## config.mk

```make
export PLATFORM = sky130hd
export DESIGN_NAME = rca_wb_sequencer_flat
export DESIGN_NICKNAME = d
export VERILOG_FILES = /design/src/rtl/rca_wb_sequencer_pkg.sv /design/src/rtl/rca_wb_sequencer_if.sv /design/src/rtl/rca_wb_sequencer_fifo.sv /design/src/rtl/rca_wb_sequencer.sv /design/src/flat_wrapper.sv
export SDC_FILE = /design/constraint.sdc
export NUM_CORES = 1
export LEC_CHECK = 0
export ABC_AREA = 1
export CORE_ASPECT_RATIO = 1.4
export CORE_UTILIZATION = 35
export DETAILED_ROUTE_END_ITERATION = 16
export PLACE_DENSITY_LB_ADDON = 0.2
export SLEW_MARGIN = 20
export SYNTH_ARGS = -nofsm -noshare
export SYNTH_HDL_FRONTEND = slang
export SYNTH_SLANG_ARGS = --single-unit
```

## constraint.sdc

```tcl
create_clock -name clk -period 6.36 [get_ports clk]
set_input_delay 1.272 -clock clk [delete_from_list [all_inputs] [get_ports clk]]
set_output_delay 1.272 -clock clk [all_outputs]
set_load 0.02 [all_outputs]
```

## src/rtl/rca_wb_sequencer_pkg.sv

```systemverilog
// rca_wb_sequencer_pkg: shared types for the RCA writeback sequencer.
package rca_wb_sequencer_pkg;
    localparam int WB_NUM_RCAS = 4;
    localparam int WB_RCA_W = WB_NUM_RCAS > 1 ? $clog2(WB_NUM_RCAS) : 1;
    localparam int WB_PORTS = 2;
    localparam int WB_ID_W = 3;

    typedef enum logic {RUN, FLUSH} wb_seq_state_t;

    typedef struct packed {
        logic [WB_ID_W-1:0]  id;
        logic                fb;
        logic [WB_RCA_W-1:0] rca_sel;
        logic [WB_PORTS-1:0] port_mask;
    } rca_wb_entry_t;
endpackage

```

## src/rtl/rca_wb_sequencer_if.sv

```systemverilog
// rca_wb_sequencer_if: issue handshake and writeback bundle of the RCA sequencer.
interface rca_wb_sequencer_if #(
    parameter int NUM_WRITE_PORTS = 2,
    parameter int XLEN = 32,
    parameter int ID_W = 3,
    parameter int RCA_W = 2
);
    logic                            issue_valid;
    logic                            issue_ready;
    logic                            issue_is_use;
    logic [ID_W-1:0]                 issue_id;
    logic                            issue_fb;
    logic [RCA_W-1:0]                issue_rca_sel;
    logic [NUM_WRITE_PORTS-1:0]      issue_port_mask;
    logic                            wb_done;
    logic                            wb_is_use;
    logic [ID_W-1:0]                 wb_id;
    logic [NUM_WRITE_PORTS*XLEN-1:0] wb_rd;
    logic [NUM_WRITE_PORTS-1:0]      wb_port_mask;

    modport master (
        output issue_valid, issue_is_use, issue_id, issue_fb, issue_rca_sel, issue_port_mask,
        input  issue_ready, wb_done, wb_is_use, wb_id, wb_rd, wb_port_mask
    );
    modport slave (
        input  issue_valid, issue_is_use, issue_id, issue_fb, issue_rca_sel, issue_port_mask,
        output issue_ready, wb_done, wb_is_use, wb_id, wb_rd, wb_port_mask
    );
endinterface

```

## src/rtl/rca_wb_sequencer_fifo.sv

```systemverilog
// rca_id_fifo: small in-order FIFO with fill count and synchronous clear.
module rca_id_fifo #(
    parameter int DEPTH = 4,
    parameter int W = 8
) (
    input  logic                         clk,
    input  logic                         rst_n,
    input  logic                         clr,
    input  logic                         push,
    input  logic                         pop,
    input  logic [W-1:0]                 din,
    output logic [W-1:0]                 dout,
    output logic [$clog2(DEPTH+1)-1:0]   count
);
    localparam int PW = DEPTH > 1 ? $clog2(DEPTH) : 1;
    localparam int CW = $clog2(DEPTH+1);

    logic [W-1:0]  mem [DEPTH];
    logic [PW-1:0] wr_ptr, rd_ptr;

    // explicit wrap so non-power-of-two depths work
    function automatic logic [PW-1:0] inc(input logic [PW-1:0] p);
        return (p == PW'(DEPTH-1)) ? '0 : p + 1'b1;
    endfunction

    always_ff @(posedge clk or negedge rst_n) begin
        if (!rst_n) begin
            wr_ptr <= '0;
            rd_ptr <= '0;
            count  <= '0;
        end else if (clr) begin
            wr_ptr <= '0;
            rd_ptr <= '0;
            count  <= '0;
        end else begin
            if (push) wr_ptr <= inc(wr_ptr);
            if (pop) rd_ptr <= inc(rd_ptr);
            count <= count + CW'(push) - CW'(pop);
        end
    end

    always_ff @(posedge clk) begin
        if (push && !clr) mem[wr_ptr] <= din;
    end

    assign dout = mem[rd_ptr];
endmodule

```

## src/rtl/rca_wb_sequencer.sv

```systemverilog
// rca_wb_sequencer: in-order RCA use-instruction writeback with config-ack arbitration and timed IO flush.
module rca_wb_sequencer import rca_wb_sequencer_pkg::*; #(
    parameter int NUM_RCAS = WB_NUM_RCAS,
    parameter int NUM_WRITE_PORTS = WB_PORTS,
    parameter int XLEN = 32,
    parameter int ID_W = WB_ID_W,
    parameter int DEPTH = 4,
    parameter int CFG_ACK_DEPTH = 3,
    parameter int FLUSH_CYCLES = 2,
    localparam int RCA_W = NUM_RCAS > 1 ? $clog2(NUM_RCAS) : 1,
    localparam int OCC_W = $clog2(DEPTH+1)
) (
    input  logic                            clk,
    input  logic                            rst_n,
    rca_wb_sequencer_if.slave               bus,
    input  logic [NUM_WRITE_PORTS-1:0]      port_valid,
    input  logic [NUM_WRITE_PORTS*XLEN-1:0] port_data,
    input  logic                            flush,
    output logic [NUM_WRITE_PORTS-1:0]      io_fifo_pop,
    output logic                            head_fb,
    output logic [RCA_W-1:0]                head_rca_sel,
    output logic                            io_units_rst,
    output logic                            config_locked,
    output logic [OCC_W-1:0]                occupancy
);
    localparam int CCW = $clog2(CFG_ACK_DEPTH+1);
    localparam int FCW = $clog2(FLUSH_CYCLES+1);

    wb_seq_state_t state, state_nxt;
    logic [FCW-1:0] fcnt, fcnt_nxt;
    rca_wb_entry_t push_e, head_e;
    logic [ID_W-1:0] cfg_head;
    logic [CCW-1:0] cfg_cnt;
    logic [NUM_WRITE_PORTS*XLEN-1:0] rd_masked;
    logic run, accept, use_push, cfg_push, commit, ack;

    assign run = state == RUN;
    assign config_locked = occupancy != '0 || state == FLUSH;
    assign io_units_rst = state == FLUSH;
    assign bus.issue_ready = run && !flush && (bus.issue_is_use ? occupancy < OCC_W'(DEPTH)
                                                : !config_locked && cfg_cnt < CCW'(CFG_ACK_DEPTH));
    assign accept = bus.issue_valid && bus.issue_ready;
    assign use_push = accept && bus.issue_is_use;
    assign cfg_push = accept && !bus.issue_is_use;
    assign push_e = '{id: bus.issue_id, fb: bus.issue_fb, rca_sel: bus.issue_rca_sel,
                      port_mask: bus.issue_port_mask};
    // an empty mask satisfies the valid check, so such entries retire as soon as they reach the head
    assign commit = run && !flush && occupancy != '0 &&
                    (port_valid & head_e.port_mask) == head_e.port_mask;
    assign ack = cfg_cnt != '0 && !commit;
    assign io_fifo_pop = commit ? head_e.port_mask : '0;
    assign head_fb = occupancy != '0 && head_e.fb;
    assign head_rca_sel = occupancy != '0 ? head_e.rca_sel : '0;

    for (genvar g = 0; g < NUM_WRITE_PORTS; g++) begin : g_mask
        assign rd_masked[g*XLEN +: XLEN] = head_e.port_mask[g] ? port_data[g*XLEN +: XLEN] : '0;
    end

    rca_id_fifo #(.DEPTH(DEPTH), .W($bits(rca_wb_entry_t))) u_use_q (
        .clk(clk), .rst_n(rst_n), .clr(flush), .push(use_push), .pop(commit),
        .din(push_e), .dout(head_e), .count(occupancy)
    );

    rca_id_fifo #(.DEPTH(CFG_ACK_DEPTH), .W(ID_W)) u_cfg_q (
        .clk(clk), .rst_n(rst_n), .clr(1'b0), .push(cfg_push), .pop(ack),
        .din(bus.issue_id), .dout(cfg_head), .count(cfg_cnt)
    );

    always_comb begin
        state_nxt = state;
        fcnt_nxt = fcnt;
        if (run) begin
            if (flush) begin
                state_nxt = FLUSH;
                fcnt_nxt = FCW'(FLUSH_CYCLES-1);
            end
        end else if (fcnt == '0) state_nxt = RUN;
        else fcnt_nxt = fcnt - 1'b1;
    end

    always_ff @(posedge clk or negedge rst_n) begin
        if (!rst_n) begin
            state <= RUN;
            fcnt <= '0;
            bus.wb_done <= 1'b0;
            bus.wb_is_use <= 1'b0;
            bus.wb_id <= '0;
            bus.wb_rd <= '0;
            bus.wb_port_mask <= '0;
        end else begin
            state <= state_nxt;
            fcnt <= fcnt_nxt;
            bus.wb_done <= commit || ack;
            bus.wb_is_use <= commit;
            bus.wb_id <= commit ? head_e.id : ack ? cfg_head : '0;
            bus.wb_rd <= commit ? rd_masked : '0;
            bus.wb_port_mask <= commit ? head_e.port_mask : '0;
        end
    end
endmodule

```

## src/flat_wrapper.sv

```systemverilog
// flat-port wrapper written by rule: the top's interface ports become plain ports
module rca_wb_sequencer_flat import rca_wb_sequencer_pkg::*;
#(
    parameter int NUM_RCAS = WB_NUM_RCAS,
    parameter int NUM_WRITE_PORTS = WB_PORTS,
    parameter int XLEN = 32,
    parameter int ID_W = WB_ID_W,
    parameter int DEPTH = 4,
    parameter int CFG_ACK_DEPTH = 3,
    parameter int FLUSH_CYCLES = 2,
    localparam int RCA_W = NUM_RCAS > 1 ? $clog2(NUM_RCAS) : 1,
    localparam int OCC_W = $clog2(DEPTH+1)
)
  (clk, rst_n, port_valid, port_data, flush, io_fifo_pop, head_fb, head_rca_sel, io_units_rst, config_locked, occupancy, bus_issue_valid, bus_issue_is_use, bus_issue_id, bus_issue_fb, bus_issue_rca_sel, bus_issue_port_mask, bus_issue_ready, bus_wb_done, bus_wb_is_use, bus_wb_id, bus_wb_rd, bus_wb_port_mask);
  rca_wb_sequencer_if #(.NUM_WRITE_PORTS(NUM_WRITE_PORTS), .XLEN(XLEN), .ID_W(ID_W), .RCA_W(2)) bus_i ();
  input  logic clk;
  input  logic rst_n;
  input  logic [NUM_WRITE_PORTS-1:0] port_valid;
  input  logic [NUM_WRITE_PORTS*XLEN-1:0] port_data;
  input  logic flush;
  output logic [NUM_WRITE_PORTS-1:0] io_fifo_pop;
  output logic head_fb;
  output logic [RCA_W-1:0] head_rca_sel;
  output logic io_units_rst;
  output logic config_locked;
  output logic [OCC_W-1:0] occupancy;
  input wire logic [$bits(bus_i.issue_valid)-1:0] bus_issue_valid;
  input wire logic [$bits(bus_i.issue_is_use)-1:0] bus_issue_is_use;
  input wire logic [$bits(bus_i.issue_id)-1:0] bus_issue_id;
  input wire logic [$bits(bus_i.issue_fb)-1:0] bus_issue_fb;
  input wire logic [$bits(bus_i.issue_rca_sel)-1:0] bus_issue_rca_sel;
  input wire logic [$bits(bus_i.issue_port_mask)-1:0] bus_issue_port_mask;
  output wire logic [$bits(bus_i.issue_ready)-1:0] bus_issue_ready;
  output wire logic [$bits(bus_i.wb_done)-1:0] bus_wb_done;
  output wire logic [$bits(bus_i.wb_is_use)-1:0] bus_wb_is_use;
  output wire logic [$bits(bus_i.wb_id)-1:0] bus_wb_id;
  output wire logic [$bits(bus_i.wb_rd)-1:0] bus_wb_rd;
  output wire logic [$bits(bus_i.wb_port_mask)-1:0] bus_wb_port_mask;
  assign bus_i.issue_valid = bus_issue_valid;
  assign bus_i.issue_is_use = bus_issue_is_use;
  assign bus_i.issue_id = bus_issue_id;
  assign bus_i.issue_fb = bus_issue_fb;
  assign bus_i.issue_rca_sel = bus_issue_rca_sel;
  assign bus_i.issue_port_mask = bus_issue_port_mask;
  assign bus_issue_ready = bus_i.issue_ready;
  assign bus_wb_done = bus_i.wb_done;
  assign bus_wb_is_use = bus_i.wb_is_use;
  assign bus_wb_id = bus_i.wb_id;
  assign bus_wb_rd = bus_i.wb_rd;
  assign bus_wb_port_mask = bus_i.wb_port_mask;
  rca_wb_sequencer #(.NUM_RCAS(NUM_RCAS), .NUM_WRITE_PORTS(NUM_WRITE_PORTS), .XLEN(XLEN), .ID_W(ID_W), .DEPTH(DEPTH), .CFG_ACK_DEPTH(CFG_ACK_DEPTH), .FLUSH_CYCLES(FLUSH_CYCLES)) u_core (.clk(clk), .rst_n(rst_n), .bus(bus_i), .port_valid(port_valid), .port_data(port_data), .flush(flush), .io_fifo_pop(io_fifo_pop), .head_fb(head_fb), .head_rca_sel(head_rca_sel), .io_units_rst(io_units_rst), .config_locked(config_locked), .occupancy(occupancy));
endmodule
```

==> results.md, run 1 <==
* Global-route total usage across every layer at 0.164
* Fin. Hold Viols at 0
* Final design utilization at 0.525
* Detail-routed via count per cell at 4.45
* Worst Tran Pin Value at 0.963 ns
* Share of the cycle needed by the critical path after routing at 0.720
* Die area at 14600 sq um
* Flip-flop and latch count after synthesis at 128
* Number of remaining DRC errors at 0
* Number of failing setup endpoints in the final timing report at 0
* Layout fillers at 1240
* Sum of negative setup slack at 0 ns
* Final net count at 712
* Data arrival, critical path at 3.31 ns
* Class of the most critical setup path: input port to output port
* Fraction of the mapped netlist area in compound gates at 0.0309
* Req. time, crit path at 5.09 ns
* Post-synth EDFFs at 41
* Vias in the first global route at 3655
* # Post-CTS Setup Buffers at 0
* Max Buffers Root-to-Sink at 2
* Simple-gate area share of the yosys netlist at 0.193
* Main combinational cell family by area after synthesis: simple AND/OR/NAND/NOR gates
* Worst IR Drop VDD at 0.000165 V
* Result of the run: finished clean
* Share of flip-flops with an asynchronous set or reset after synthesis at 0.680
* Post-route antenna net violation count at 0
* Total iterations of the first detailed-routing run at 4
* Wire length of the first global-routing pass at 17700 um
* Number of port buffers at 160
* Cell-by-cell listing of the critical path: clkdlybuf4s50_1, nor2_2, inv_1, nor2_2, nand3_4, inv_2, nand2_2, inv_1, clkdlybuf4s50_1
* Placer Congestion at 0.775
* Static leakage power at 3.21 nW
* Slew Limit Headroom at 0.358
* Worst-case clock skew at 0.00880 ns
* Clock transition time at the flip-flop clock pins of the worst setup and hold paths at 0.05 ns
* Largest net degree at the start of global routing at 77
* Share of synthesized area occupied by flip-flops and latches at 0.691
* Placed wire-length estimate at 7990 um
* Final total power at 2.36 mW
* Average size of a mapped cell at 10.8 sq um
* Share of cells above drive strength 1 at 0.0739
* Areal power density over the cells at 324 nW/um^2
* Startpoint class of the critical path: input port
* Synthesis-to-layout area growth at 47.4%
* Diode insertion count for antenna repair at 0
* Overall via count from detail_route at 3651
* Yosys warns at 0
* Floorplan core area at 13800 sq um
* Gate count after technology mapping at 459
* Number of gates given a new drive strength after cts at 0
* Primary flip-flop cell chosen by synthesis mapping: sky130_fd_sc_hd__dfrtp_1
* Max stage delay cell, worst path: sky130_fd_sc_hd__clkdlybuf4s50_1
* Area share of fa/ha/maj cells after synthesis at 0.0269
* # Max-Cap Violations at 0
* Clk Latency, worst-skew pair at 0.41 ns
* Overflow after GRT at 0
* Detailed Route WL at 11400 um
* Crit end category: output port
* TritonCTS buffer count at 17
* Unrepaired setup endpoints after global routing: no
* CTS root buffer: sky130_fd_sc_hd__clkbuf_16
* Synthesized Nets at 548
* Rows at 51
* Library cell with the largest summed area after synthesis: sky130_fd_sc_hd__dfrtp_1
* Netlist area before placement at 4930 sq um
* Top cell type's share of synthesized area at 0.441
* Chip Width at 102 um
* Die span in y at 142 um
* Initial core utilization at 0.356
* Fraction of synthesized area in multiplexers at 0
* Initial DRC count at 108
* Top post-synthesis cells by count: sky130_fd_sc_hd__nand2_1 (105), sky130_fd_sc_hd__nor2_1 (92), sky130_fd_sc_hd__dfrtp_1 (87), sky130_fd_sc_hd__edfxtp_1 (41), sky130_fd_sc_hd__inv_1 (38)
* Count of final max-slew check failures at 0
* Type of the most critical hold path: flip-flop to flip-flop
* # H-tree levels at 4
* I/O Pins at 161
* Number of different library cells in the post-synthesis netlist at 31
* Leading cell type by number of instances after synthesis: sky130_fd_sc_hd__nand2_1
* Largest cells by area after synthesis: sky130_fd_sc_hd__dfrtp_1 (44%), sky130_fd_sc_hd__edfxtp_1 (25%), sky130_fd_sc_hd__nand2_1 (8.0%)
* WL/cell at 13.8 um
* # hold bufs at CTS at 0
* Largest fanout of any net on the critical path at 7
* TritonCTS clock tree: yes
* Synthesized-area fraction occupied by xor and xnor cells at 0.00532
* Number of antenna violations at the first check in global routing at 0
* Clock Sink Count at 128
* Highest cell delay on the worst timing path at 0.61 ns
* Final critical-path required period at 4.58 ns
* Fmax at 0.218 GHz
[registers in the layout (all words and copies together), names as in the netlist]
name	count
u_core.u_cfg_q.mem	9
u_core.bus.wb_done	1
u_core.u_cfg_q.wr_ptr	2
u_core.bus.wb_rd	64
u_core.u_use_q.count	3
u_core.bus.wb_port_mask	2
u_core.bus.wb_is_use	1
u_core.u_cfg_q.count	2
u_core.fcnt	2
u_core.u_use_q.rd_ptr	2
u_core.u_cfg_q.rd_ptr	2
u_core.bus.wb_id	3
u_core.u_use_q.mem	32
u_core.u_use_q.wr_ptr	2
u_core.io_units_rst	1
[power breakdown]
part / total (mW) / switching (mW) / internal [mW]
clock network: 0.945 / 0.348 / 0.597
logic: 0.463 / 0.264 / 0.199
registers: 0.950 / 0.0422 / 0.908
total: 2.36 / 0.654 / 1.70
[final timing paths]
path	start	to	slack [ns]	depth (start not counted)
max	flush	io_fifo_pop[1]	1.78	9
min	u_core.u_cfg_q.rd_ptr[0]	u_core.u_cfg_q.rd_ptr[0]	0.49	2
max reg2reg	u_core.u_use_q.rd_ptr[0]	u_core.u_cfg_q.count[1]	3.25	13
min reg2reg	u_core.u_cfg_q.rd_ptr[0]	u_core.u_cfg_q.rd_ptr[0]	0.49	2
max in group asynchronous	rst_n	u_core.bus.wb_rd[1]	4.49	2
min in group asynchronous	rst_n	u_core.bus.wb_rd[55]	0.68	1
[cell families (layout without fill, tap and decap cells)]
logic type | after synthesis | count (layout)
simple gates | 231 | 231
fa+ha+maj | 10 | 10
compound gates | 29 | 29
xor+xnor | 3 | 3
buf+inv | 58 | 235
flops | 128 | 128
[stage by stage]
step | cell area (sq um) | std cells | worst slack [ns] | hold slack [ns]
2_1_floorplan | 4930 | 459 | 3.05 | 0.456
3_3_place_gp | 6670 | 788 | 1.77 | 0.483
3_5_place_dp | 6670 | 788 | 1.73 | 0.485
4_1_cts | 7260 | 820 | 1.56 | 0.500
5_1_grt | 7280 | 821 | 1.58 | 0.533
6_report | 7280 | 821 | 1.78 | 0.493
[cells in the final DEF (no fill, tap or decap), types with 3 or more instances in the layout]
master                            count
sky130_fd_sc_hd__inv_1               38
sky130_fd_sc_hd__nand3_1             16
sky130_fd_sc_hd__a21oi_1              5
sky130_fd_sc_hd__o21ai_0             18
sky130_fd_sc_hd__o22ai_1              4
sky130_fd_sc_hd__ha_1                 9
sky130_fd_sc_hd__edfxtp_1            41
sky130_fd_sc_hd__buf_4                3
sky130_fd_sc_hd__nor2_1              92
sky130_fd_sc_hd__clkinv_4             5
sky130_fd_sc_hd__or2_2                3
sky130_fd_sc_hd__clkdlybuf4s50_1    159
sky130_fd_sc_hd__nor3_1               3
sky130_fd_sc_hd__nand2_1            105
sky130_fd_sc_hd__clkbuf_16           19
sky130_fd_sc_hd__dfrtp_1             87
[layout make-up]
| cell class | count | area, sq um | share of cell area |
|---|---|---|---|
| clock buffer | 22 | 497 | 0.0683 |
| clock inverter | 10 | 100 | 0.0138 |
| inverter | 40 | 150 | 0.0206 |
| multi-input combinational | 273 | 1260 | 0.174 |
| sequential | 128 | 3410 | 0.468 |
| tap | 185 | 231 | 0.0318 |
| timing repair buffer | 163 | 1630 | 0.223 |
[critical path: cells and delay by family]
family	cells	cell delay [ns]
buffers and inverters	5	1.48
AND/OR/NAND/NOR	4	0.56
[metal layers]
metal,part of all wire,GRT usage,routed length [um],vias to the layer above
li1,-,-,-,1782
met4,0.014,0.0805,158,0
met1,0.42,0.186,4780,1721
met3,0.063,0.0486,715,11
met5,0,0,0,-
met2,0.50,0.279,5700,137
(Power assumes the default switching activity.)
==> inputs of run 2 (changes only) <==
==> constraint.sdc (replaced) <==
create_clock -name clk -period 4.8 [get_ports clk]
set_input_delay 0.96 -clock clk [delete_from_list [all_inputs] [get_ports clk]]
set_output_delay 0.96 -clock clk [all_outputs]
set_load 0.02 [all_outputs]
==> run 2 against run 1 <==
- clock-buffer cell count decreased by 2
- combinational power rose by 34%
- global-route usage rose by 0.20 points
- sequential power rose by 32%
- first-iteration DRC count decreased by 11%
- critical path type unchanged
- largest cell class unchanged
==> results.md, run 2 (synthesized netlist as in run 1, its figures left out) <==
* Number of port buffers at 160
* Die area at 14600 sq um
* Share of total power in the clock network at 0.393
* Number of remaining DRC errors at 0
* Post-route antenna net violation count at 0
* Fraction of met1 tracks used by global routing at 0.184
* Switching Share at 0.280
* Total iterations of the first detailed-routing run at 4
* Register area at 3410 sq um
* Most frequent standard cell in the layout excluding fill and tap cells: sky130_fd_sc_hd__clkdlybuf4s50_1
* Floorplan core area at 13800 sq um
* Diode insertion count for antenna repair at 0
* Wire length of the first global-routing pass at 18000 um
* Synthesis-to-layout area growth at 47.2%
* Static leakage power at 3.21 nW
* Fin. Hold Viols at 0
* Layout fillers at 1260
* Largest Register: u_core.bus.wb_rd
* Result of the run: finished clean
* Crit end category: output port
* CTS root buffer: sky130_fd_sc_hd__clkbuf_16
* Overall via count from detail_route at 3662
* TritonCTS buffer count at 17
* Chip Width at 102 um
* Share of cells above drive strength 1 at 0.0784
* Area used by multi-input combinational logic at 1260 sq um
* Global route hottest layer: met2
* Met3 Resource Use GR at 0.0516
* Detail-routed via count per cell at 4.45
* Number of failing setup endpoints in the final timing report at 0
* Hold path startpoint: u_core.u_cfg_q.rd_ptr[0]
* Rows at 51
* Share of the cycle needed by the critical path after routing at 0.825
* Areal power density over the cells at 425 nW/um^2
* Clock transition time at the flip-flop clock pins of the worst setup and hold paths at 0.05 ns
* Final design utilization at 0.525
* Number of antenna violations at the first check in global routing at 0
* Buf/Inv on CP at 5
* Class of the most critical setup path: input port to output port
* Die span in y at 142 um
* Startpoint class of the critical path: input port
* Crit. Startpoint: flush
* Placer Congestion at 0.766
* Cell-by-cell listing of the critical path: clkdlybuf4s50_1, nor2_2, inv_1, nor2_2, nand3_4, inv_2, nand2_2, inv_1, clkdlybuf4s50_1
* Leading cell types in the layout, fill and taps excluded: sky130_fd_sc_hd__clkdlybuf4s50_1 (159), sky130_fd_sc_hd__nand2_1 (105), sky130_fd_sc_hd__nor2_1 (92)
* # Post-CTS Setup Buffers at 0
* Registers with the most flip-flops: u_core.bus.wb_rd (64), u_core.u_use_q.mem (32), u_core.u_cfg_q.mem (9)
* Global-route total usage across every layer at 0.166
* Placed wire-length estimate at 8180 um
* Combinational fraction of design power at 0.201
* Worst Tran Pin Value at 0.816 ns
* Max Buffers Root-to-Sink at 2
* Largest net degree at the start of global routing at 71
* Sum of negative setup slack at 0 ns
* Initial DRC count at 96
* Initial core utilization at 0.356
* Final critical-path required period at 3.96 ns
* Worst IR Drop VDD at 0.000211 V
* Final net count at 714
* Count of final max-slew check failures at 0
* WL/cell at 14.1 um
* GR Util met2 at 0.287
* Largest fanout of any net on the critical path at 7
* Number of gates given a new drive strength after cts at 0
* Net switching power at 0.865 mW
* RR Startpoint: u_core.u_use_q.rd_ptr[0]
* Max reg flops at 64
* Clock Sink Count at 128
* Unrepaired setup endpoints after global routing: no
* Vias in the first global route at 3633
* Setup slack on the worst flop-to-flop path at 1.86 ns
* Slew Limit Headroom at 0.454
* TritonCTS clock tree: yes
* I/O Pins at 161
* Req. time, crit path at 3.84 ns
* Type of the most critical hold path: flip-flop to flip-flop
* Clk Latency, worst-skew pair at 0.41 ns
* # H-tree levels at 4
* Max stage delay cell, worst path: sky130_fd_sc_hd__clkdlybuf4s50_1
* # hold bufs at CTS at 0
* Sequential group share of total power at 0.406
* Fmax at 0.253 GHz
* Highest cell delay on the worst timing path at 0.60 ns
* Internal power of the cells at 2.22 mW
* # Max-Cap Violations at 0
* Dominant delay contributor by cell family on the critical path: buffers and inverters
* Detailed Route WL at 11600 um
* Worst-case clock skew at 0.00528 ns
* Overflow after GRT at 0
* Data arrival, critical path at 3.00 ns
run 2: path summary, 6_finish.rpt:
check                                      endpoint  depth (start not counted)
max in group asynchronous      u_core.bus.wb_rd[21]                          2
setup reg to reg            u_core.u_cfg_q.count[1]                         14
hold / removal             u_core.u_cfg_q.rd_ptr[0]                          2
hold reg to reg            u_core.u_cfg_q.rd_ptr[0]                          2
min in group asynchronous      u_core.bus.wb_rd[41]                          1
setup / recovery                     io_fifo_pop[1]                          9
run 2: per-layer routing:
metal  wire length (um)  share of wire
met5                  0              0
met4                214          0.018
met3                916          0.079
met2               5850           0.50
met1               4660           0.40
run 2: stage by stage:
stage	area, sq um	instances	hold WS, ns	power, mW	setup slack, ns
4_1_cts	7260	823	0.502	3.13	0.813
6_report	7260	823	0.503	3.09	0.842
3_3_place_gp	6690	791	0.482	1.88	0.861
5_1_grt	7260	823	0.547	3.25	0.684
2_1_floorplan	4930	459	0.456	1.65	2.11
3_5_place_dp	6690	791	0.489	1.90	0.816
run 2: power by group through the flow:
stage,registers (mW),clock network (mW),logic (mW)
after global routing,1.26,1.30,0.696
after floorplan,1.29,0,0.360
after global placement,1.27,0,0.615
final,1.25,1.21,0.620
after CTS,1.25,1.24,0.630
after detailed placement,1.27,0,0.626
run 2: final cells by class:
cell class,instances,area share
sequential,128,0.469
timing repair buffer,165,0.225
multi-input combinational,273,0.174
clock buffer,20,0.0643
tap,185,0.0319
inverter,40,0.0207
clock inverter,12,0.0148
run 2: worst min-delay path, delay by kind of cell (launching register included):
kind,cells,cell delay [ns]
and+or+nand+nor,2,0.11
DFF,1,0.37
